===== src/rtl/div_unit.sv =====
// Iterative restoring radix-2 divider for RV32M DIV/DIVU/REM/REMU.
// One quotient bit per cycle; zero-divisor and signed-overflow cases finish at accept.
module div_unit #(
  parameter int XLEN = 32
) (
  input  logic            clk,
  input  logic            rst_n,
  input  logic            in_valid,
  output logic            in_ready,
  input  logic [1:0]      op,
  input  logic [XLEN-1:0] a,
  input  logic [XLEN-1:0] b,
  input  logic            kill,
  output logic            out_valid,
  input  logic            out_ready,
  output logic [XLEN-1:0] result,
  output logic            busy
);

  localparam logic [1:0] IDLE = 2'd0;
  localparam logic [1:0] CALC = 2'd1;
  localparam logic [1:0] DONE = 2'd2;

  logic [1:0]      state_r;
  logic [4:0]      count_r;
  logic [1:0]      op_r;
  logic [XLEN-1:0] rem_r;
  logic [XLEN-1:0] quo_r;
  logic [XLEN-1:0] dvsr_r;
  logic            qsign_r;
  logic            rsign_r;
  logic [XLEN-1:0] result_r;
  logic            out_valid_r;

  logic            signed_s;
  logic            div_zero_s;
  logic            ovf_s;
  logic [XLEN-1:0] abs_a_s;
  logic [XLEN-1:0] abs_b_s;
  logic [XLEN-1:0] special_res_s;
  logic [XLEN:0]   upper_s;
  logic            ge_s;
  logic [XLEN-1:0] rem_next_s;
  logic [XLEN-1:0] quo_next_s;
  logic [XLEN-1:0] quo_fin_s;
  logic [XLEN-1:0] rem_fin_s;
  logic [XLEN-1:0] fin_res_s;

  assign in_ready  = (state_r == IDLE);
  assign busy      = (state_r != IDLE);
  assign out_valid = out_valid_r;
  assign result    = result_r;

  // Operand conditioning and special-case detection at the accept edge
  always_comb begin
    signed_s   = ~op[0];
    div_zero_s = (b == 32'd0);
    ovf_s      = signed_s && (a == 32'h8000_0000) && (b == 32'hFFFF_FFFF);
    if (signed_s && a[XLEN-1]) begin
      abs_a_s = 32'd0 - a;
    end else begin
      abs_a_s = a;
    end
    if (signed_s && b[XLEN-1]) begin
      abs_b_s = 32'd0 - b;
    end else begin
      abs_b_s = b;
    end
    if (div_zero_s) begin
      special_res_s = op[1] ? a : 32'hFFFF_FFFF;
    end else begin
      special_res_s = op[1] ? 32'd0 : 32'h8000_0000;
    end
  end

  // One restoring step; upper_s keeps the bit shifted out of the remainder
  always_comb begin
    upper_s = {rem_r, quo_r[XLEN-1]};
    ge_s    = (upper_s >= {1'b0, dvsr_r});
    if (ge_s) begin
      rem_next_s = upper_s[XLEN-1:0] - dvsr_r;
    end else begin
      rem_next_s = upper_s[XLEN-1:0];
    end
    quo_next_s = {quo_r[XLEN-2:0], ge_s};
    quo_fin_s  = qsign_r ? (32'd0 - quo_next_s) : quo_next_s;
    rem_fin_s  = rsign_r ? (32'd0 - rem_next_s) : rem_next_s;
    fin_res_s  = op_r[1] ? rem_fin_s : quo_fin_s;
  end

  // Control FSM and datapath registers; reset, then kill, take priority
  always_ff @(posedge clk) begin
    if (!rst_n) begin
      state_r     <= IDLE;
      count_r     <= 5'd0;
      op_r        <= 2'd0;
      rem_r       <= 32'd0;
      quo_r       <= 32'd0;
      dvsr_r      <= 32'd0;
      qsign_r     <= 1'b0;
      rsign_r     <= 1'b0;
      result_r    <= 32'd0;
      out_valid_r <= 1'b0;
    end else if (kill) begin
      state_r     <= IDLE;
      count_r     <= 5'd0;
      out_valid_r <= 1'b0;
    end else begin
      case (state_r)
        IDLE: begin
          if (in_valid) begin
            op_r    <= op;
            rem_r   <= 32'd0;
            quo_r   <= abs_a_s;
            dvsr_r  <= abs_b_s;
            qsign_r <= signed_s & (a[XLEN-1] ^ b[XLEN-1]);
            rsign_r <= signed_s & a[XLEN-1];
            count_r <= 5'd0;
            if (div_zero_s || ovf_s) begin
              result_r    <= special_res_s;
              out_valid_r <= 1'b1;
              state_r     <= DONE;
            end else begin
              state_r <= CALC;
            end
          end else begin
            state_r <= IDLE;
          end
        end
        CALC: begin
          rem_r   <= rem_next_s;
          quo_r   <= quo_next_s;
          count_r <= count_r + 5'd1;
          if (count_r == 5'd31) begin
            result_r    <= fin_res_s;
            out_valid_r <= 1'b1;
            state_r     <= DONE;
          end else begin
            state_r <= CALC;
          end
        end
        DONE: begin
          if (out_ready) begin
            state_r     <= IDLE;
            out_valid_r <= 1'b0;
          end else begin
            state_r <= DONE;
          end
        end
        default: begin
          state_r     <= IDLE;
          out_valid_r <= 1'b0;
        end
      endcase
    end
  end

endmodule


===== config.mk =====
export PLATFORM = sky130hd
export DESIGN_NAME = div_unit
export DESIGN_NICKNAME = d
export VERILOG_FILES = /design/src/rtl/div_unit.sv
export SDC_FILE = /design/constraint.sdc
export NUM_CORES = 1
export LEC_CHECK = 0
export CORE_ASPECT_RATIO = 0.7
export CORE_MARGIN = 4
export CORE_UTILIZATION = 60
export CTS_CLUSTER_DIAMETER = 100
export CTS_CLUSTER_SIZE = 8
export DETAILED_ROUTE_END_ITERATION = 7
export PLACE_DENSITY = 0.89
export SLEW_MARGIN = 10
export SYNTH_ARGS = -nofsm -noshare
export SYNTH_HDL_FRONTEND = slang
export SYNTH_SLANG_ARGS = --single-unit
export TNS_END_PERCENT = 50

===== constraint.sdc =====
create_clock -name clk -period 13.82 [get_ports clk]
set_input_delay 3.455 -clock clk [delete_from_list [all_inputs] [get_ports clk]]
set_output_delay 3.455 -clock clk [all_outputs]
set_load 0.05 [all_outputs]

==> impl_metrics.py <==
metrics = {
    "outcome": {
        "status": "complete, but fails checks",
        "violations": "DRC",
    },
    "placement": {
        "placed_cells": 1832,
        "hpwl_microns": 26700,
        "gp_congestion": 0.978,
        "port_buffers": 105,
    },
    "layout": {
        "post_layout_nonfiller_instances": 1864,
        "fill_cells": 1526,
        "layout-drive-gt1-share": 0.0522,
        "area_growth_syn_to_layout_pct": 14.1,
        "final_net_count": 1726,
        "antenna_cells": 0,
    },
    "detailed_routing": {
        "via_count": 12532,
        "first_iter_violations": 2079,
        "vias_per_cell": 6.72,
        "detail-route-antenna-nets": 0,
        "wl_per_cell_microns": 19.8,
        "drc": 1,
        "drtPass1Iterations": 8,
        "finalWirelength_microns": 36800,
    },
    "clock_tree": {
        "cts_resized": 0,
        "clk_pin_slew_ns": 0.06,
        "clock_path_buffers": 2,
        "post_cts_buffers": 0,
        "cts-root-buf": "clkbuf_16",
        "tritoncts": "yes",
        "htree_num_levels": 4,
        "clock_sinks": 139,
        "clk-insertion-delay-late_ns": 0.45,
        "cts_made_buffers": 17,
        "postCtsHoldBufs": 0,
    },
    "floorplan": {
        "ios": 106,
        "num_rows": 41,
        "initial_core_util": 0.624,
        "die_area_sq_um": 21400,
        "die_w_microns": 173,
        "chipHeight_microns": 124,
        "core_sq_um": 18400,
    },
    "synthesis": {
        "synth-seq-cells": 139,
        "synth_most_common_cell": "nor2_1",
        "synth_top_area_frac": 0.243,
        "ys_async_sr_fraction": 0,
        "synth_ff_type": "dfxtp_1",
        "yosysWarnings": 0,
        "synth_fp_nets": 1696,
        "yosys-top-cells-count": "nor2_1 (224), dfxtp_1 (139), o21ai_0 (136)",
        "ys_seq_area_frac": 0.243,
        "synth.area.top_cells": "dfxtp_1 (24%), nor2_1 (7.3%), xor2_1 (6.5%), o21ai_0 (5.9%), a21oi_1 (5.8%)",
        "avgSynthCellArea_sq_um": 7.23,
        "synth_largest_area_cell": "dfxtp_1",
        "syn_inst": 1585,
        "yosysUniqueCellTypes": 85,
        "synth_edf_count": 0,
        "synth.cell_area_sq_um": 11500,
    },
    "timing": {
        "final_hold_viol_count": 0,
        "period_needed_ns": 7.47,
        "period_share": 0.541,
        "setup_violations": 0,
        "maxSlewHeadroom": 0.253,
        "rsz0062_at_grt": "no",
        "finalClockSkew_ns": 0.0109,
        "timing.fmax_mhz": 134,
        "setup_tns_ns": 0,
        "tightest_slew_ns": 1.12,
        "slew_violations": 0,
    },
    "critical_path": {
        "arrival_ns": 7.77,
        "crit_start": "a[20]",
        "worstPathMaxFanout": 64,
        "required_ns": 14.12,
        "r2r_start": "dvsr_r[29]",
        "endpoint_kind": "flip-flop",
        "start_kind": "input pin",
        "crit_type": "input pin to flip-flop",
    },
    "job": {
        "drv_cap": 0,
    },
    "grt": {
        "grt.total_usage": 0.337,
        "gr-total-overflow": 0,
        "antenna_found_initial": 0,
        "grt_pass1_vias": 11014,
        "grt_max_degree": 82,
        "grt_pass1_wl_microns": 58500,
    },
    "pwr": {
        "power_density_nw_per_um2": 94.8,
        "p_leak_nw": 4.85,
        "peakVddDrop_v": 0.0000759,
    },
    "min_path": {
        "worstHoldPathType": "flip-flop to flip-flop",
        "min-delay-start": "dvsr_r[31]",
    },
}
## power by group
group	leakage (nW)	switching (W)	internal [W]
registers	1.13	0.0000151	0.000414
clock network	0.293	0.000198	0.000302
logic	3.43	0.000196	0.000114
## cell type report
cell class                      instances  area, sq um  area share
Multi-Input combinational cell       1284         8030       0.614
Sequential cell                       139         2780       0.213
Timing Repair Buffer                  117         1140      0.0872
Clock buffer                           18          429      0.0328
Tap cell                              236          295      0.0226
Inverter                               56          210      0.0161
Clock inverter                         14          195      0.0149
## kinds of logic (layout without fill, tap and decap cells)
group / Yosys count / count (layout) / synth area share
fa+ha+maj: 40 / 40 / 0.0443
mux: 21 / 21 / 0.0190
compound gates: 536 / 536 / 0.306
flops: 139 / 139 / 0.243
xor+xnor: 126 / 126 / 0.0962
simple gates: 561 / 561 / 0.233
buf+inv: 162 / 205 / 0.0591
## worst paths after layout
path                              endpoint  cells after the start  slack, ns
worst max-delay path            result[26]                     11       6.35
worst min register to register  dvsr_r[31]                      2       0.46
worst min-delay path            dvsr_r[31]                      2       0.46
worst max register to register  result[28]                     19       7.47
## stage by stage
stage	cell area [sq um]	hold WS [ns]	power, W	utilization	setup WS, ns
detailed placement	12500	0.453	0.000734	0.678	5.96
global route	13100	0.497	0.00129	0.712	6.05
floorplan	11500	0.432	0.000646	-	7.51
CTS	13100	0.462	0.00123	0.712	6.42
finish	13100	0.459	0.00124	0.712	6.35
global placement	12500	0.445	0.000728	0.678	6.09
## state kept, by name, summed over array words and instances (netlist names)
signal and count:
qsign_r 1, quo_r 32, rem_r 32, dvsr_r 32, op_r 1, count_r 5, rsign_r 1, out_valid 1
state_r 2, result 32
## worst max-delay path: stages
cell and delay [ns]:
clkdlybuf4s50_1 0.54, or4_4 0.59, or3_4 0.36, or4_1 0.45
or3_1 0.40, o31a_1 0.36, o21ai_1 0.17, and2_2 0.92
o221ai_1 0.27, o21ai_0 0.14, o22ai_1 0.10
## routing by layer
layer / global-route usage / wire, microns
met1: 0.495 / 16100
met2: 0.491 / 15300
met3: 0.0768 / 4500
met4: 0.104 / 967
met5: 0 / 0
## cell usage in the layout (no fill, tap or decap), types with 10 or more instances in the layout
cell type        netlist  routed
nor2_1               224     223
a21o_1                12      12
a21oi_1              132     132
a211oi_1              66      66
o31ai_1               26      26
buf_4                  5      12
a31oi_1               20      20
o21ai_0              136     136
nand2b_1              12      12
inv_1                 54      54
ha_1                  39      39
or3_1                 29      29
nand3_1               20      20
nor4_1                15      15
a22oi_1               24      24
o211ai_1              24      24
xnor2_1               41      41
nand2_1              128     127
mux2i_1               15      15
and3_1                15      15
nor3_1                33      33
xor2_1                85      85
or4_1                 10      10
nand4_1               23      23
dfxtp_1              139     139
clkdlybuf4s50_1        0     105
clkbuf_16              0      17
Power figures use the tool's default switching activity.
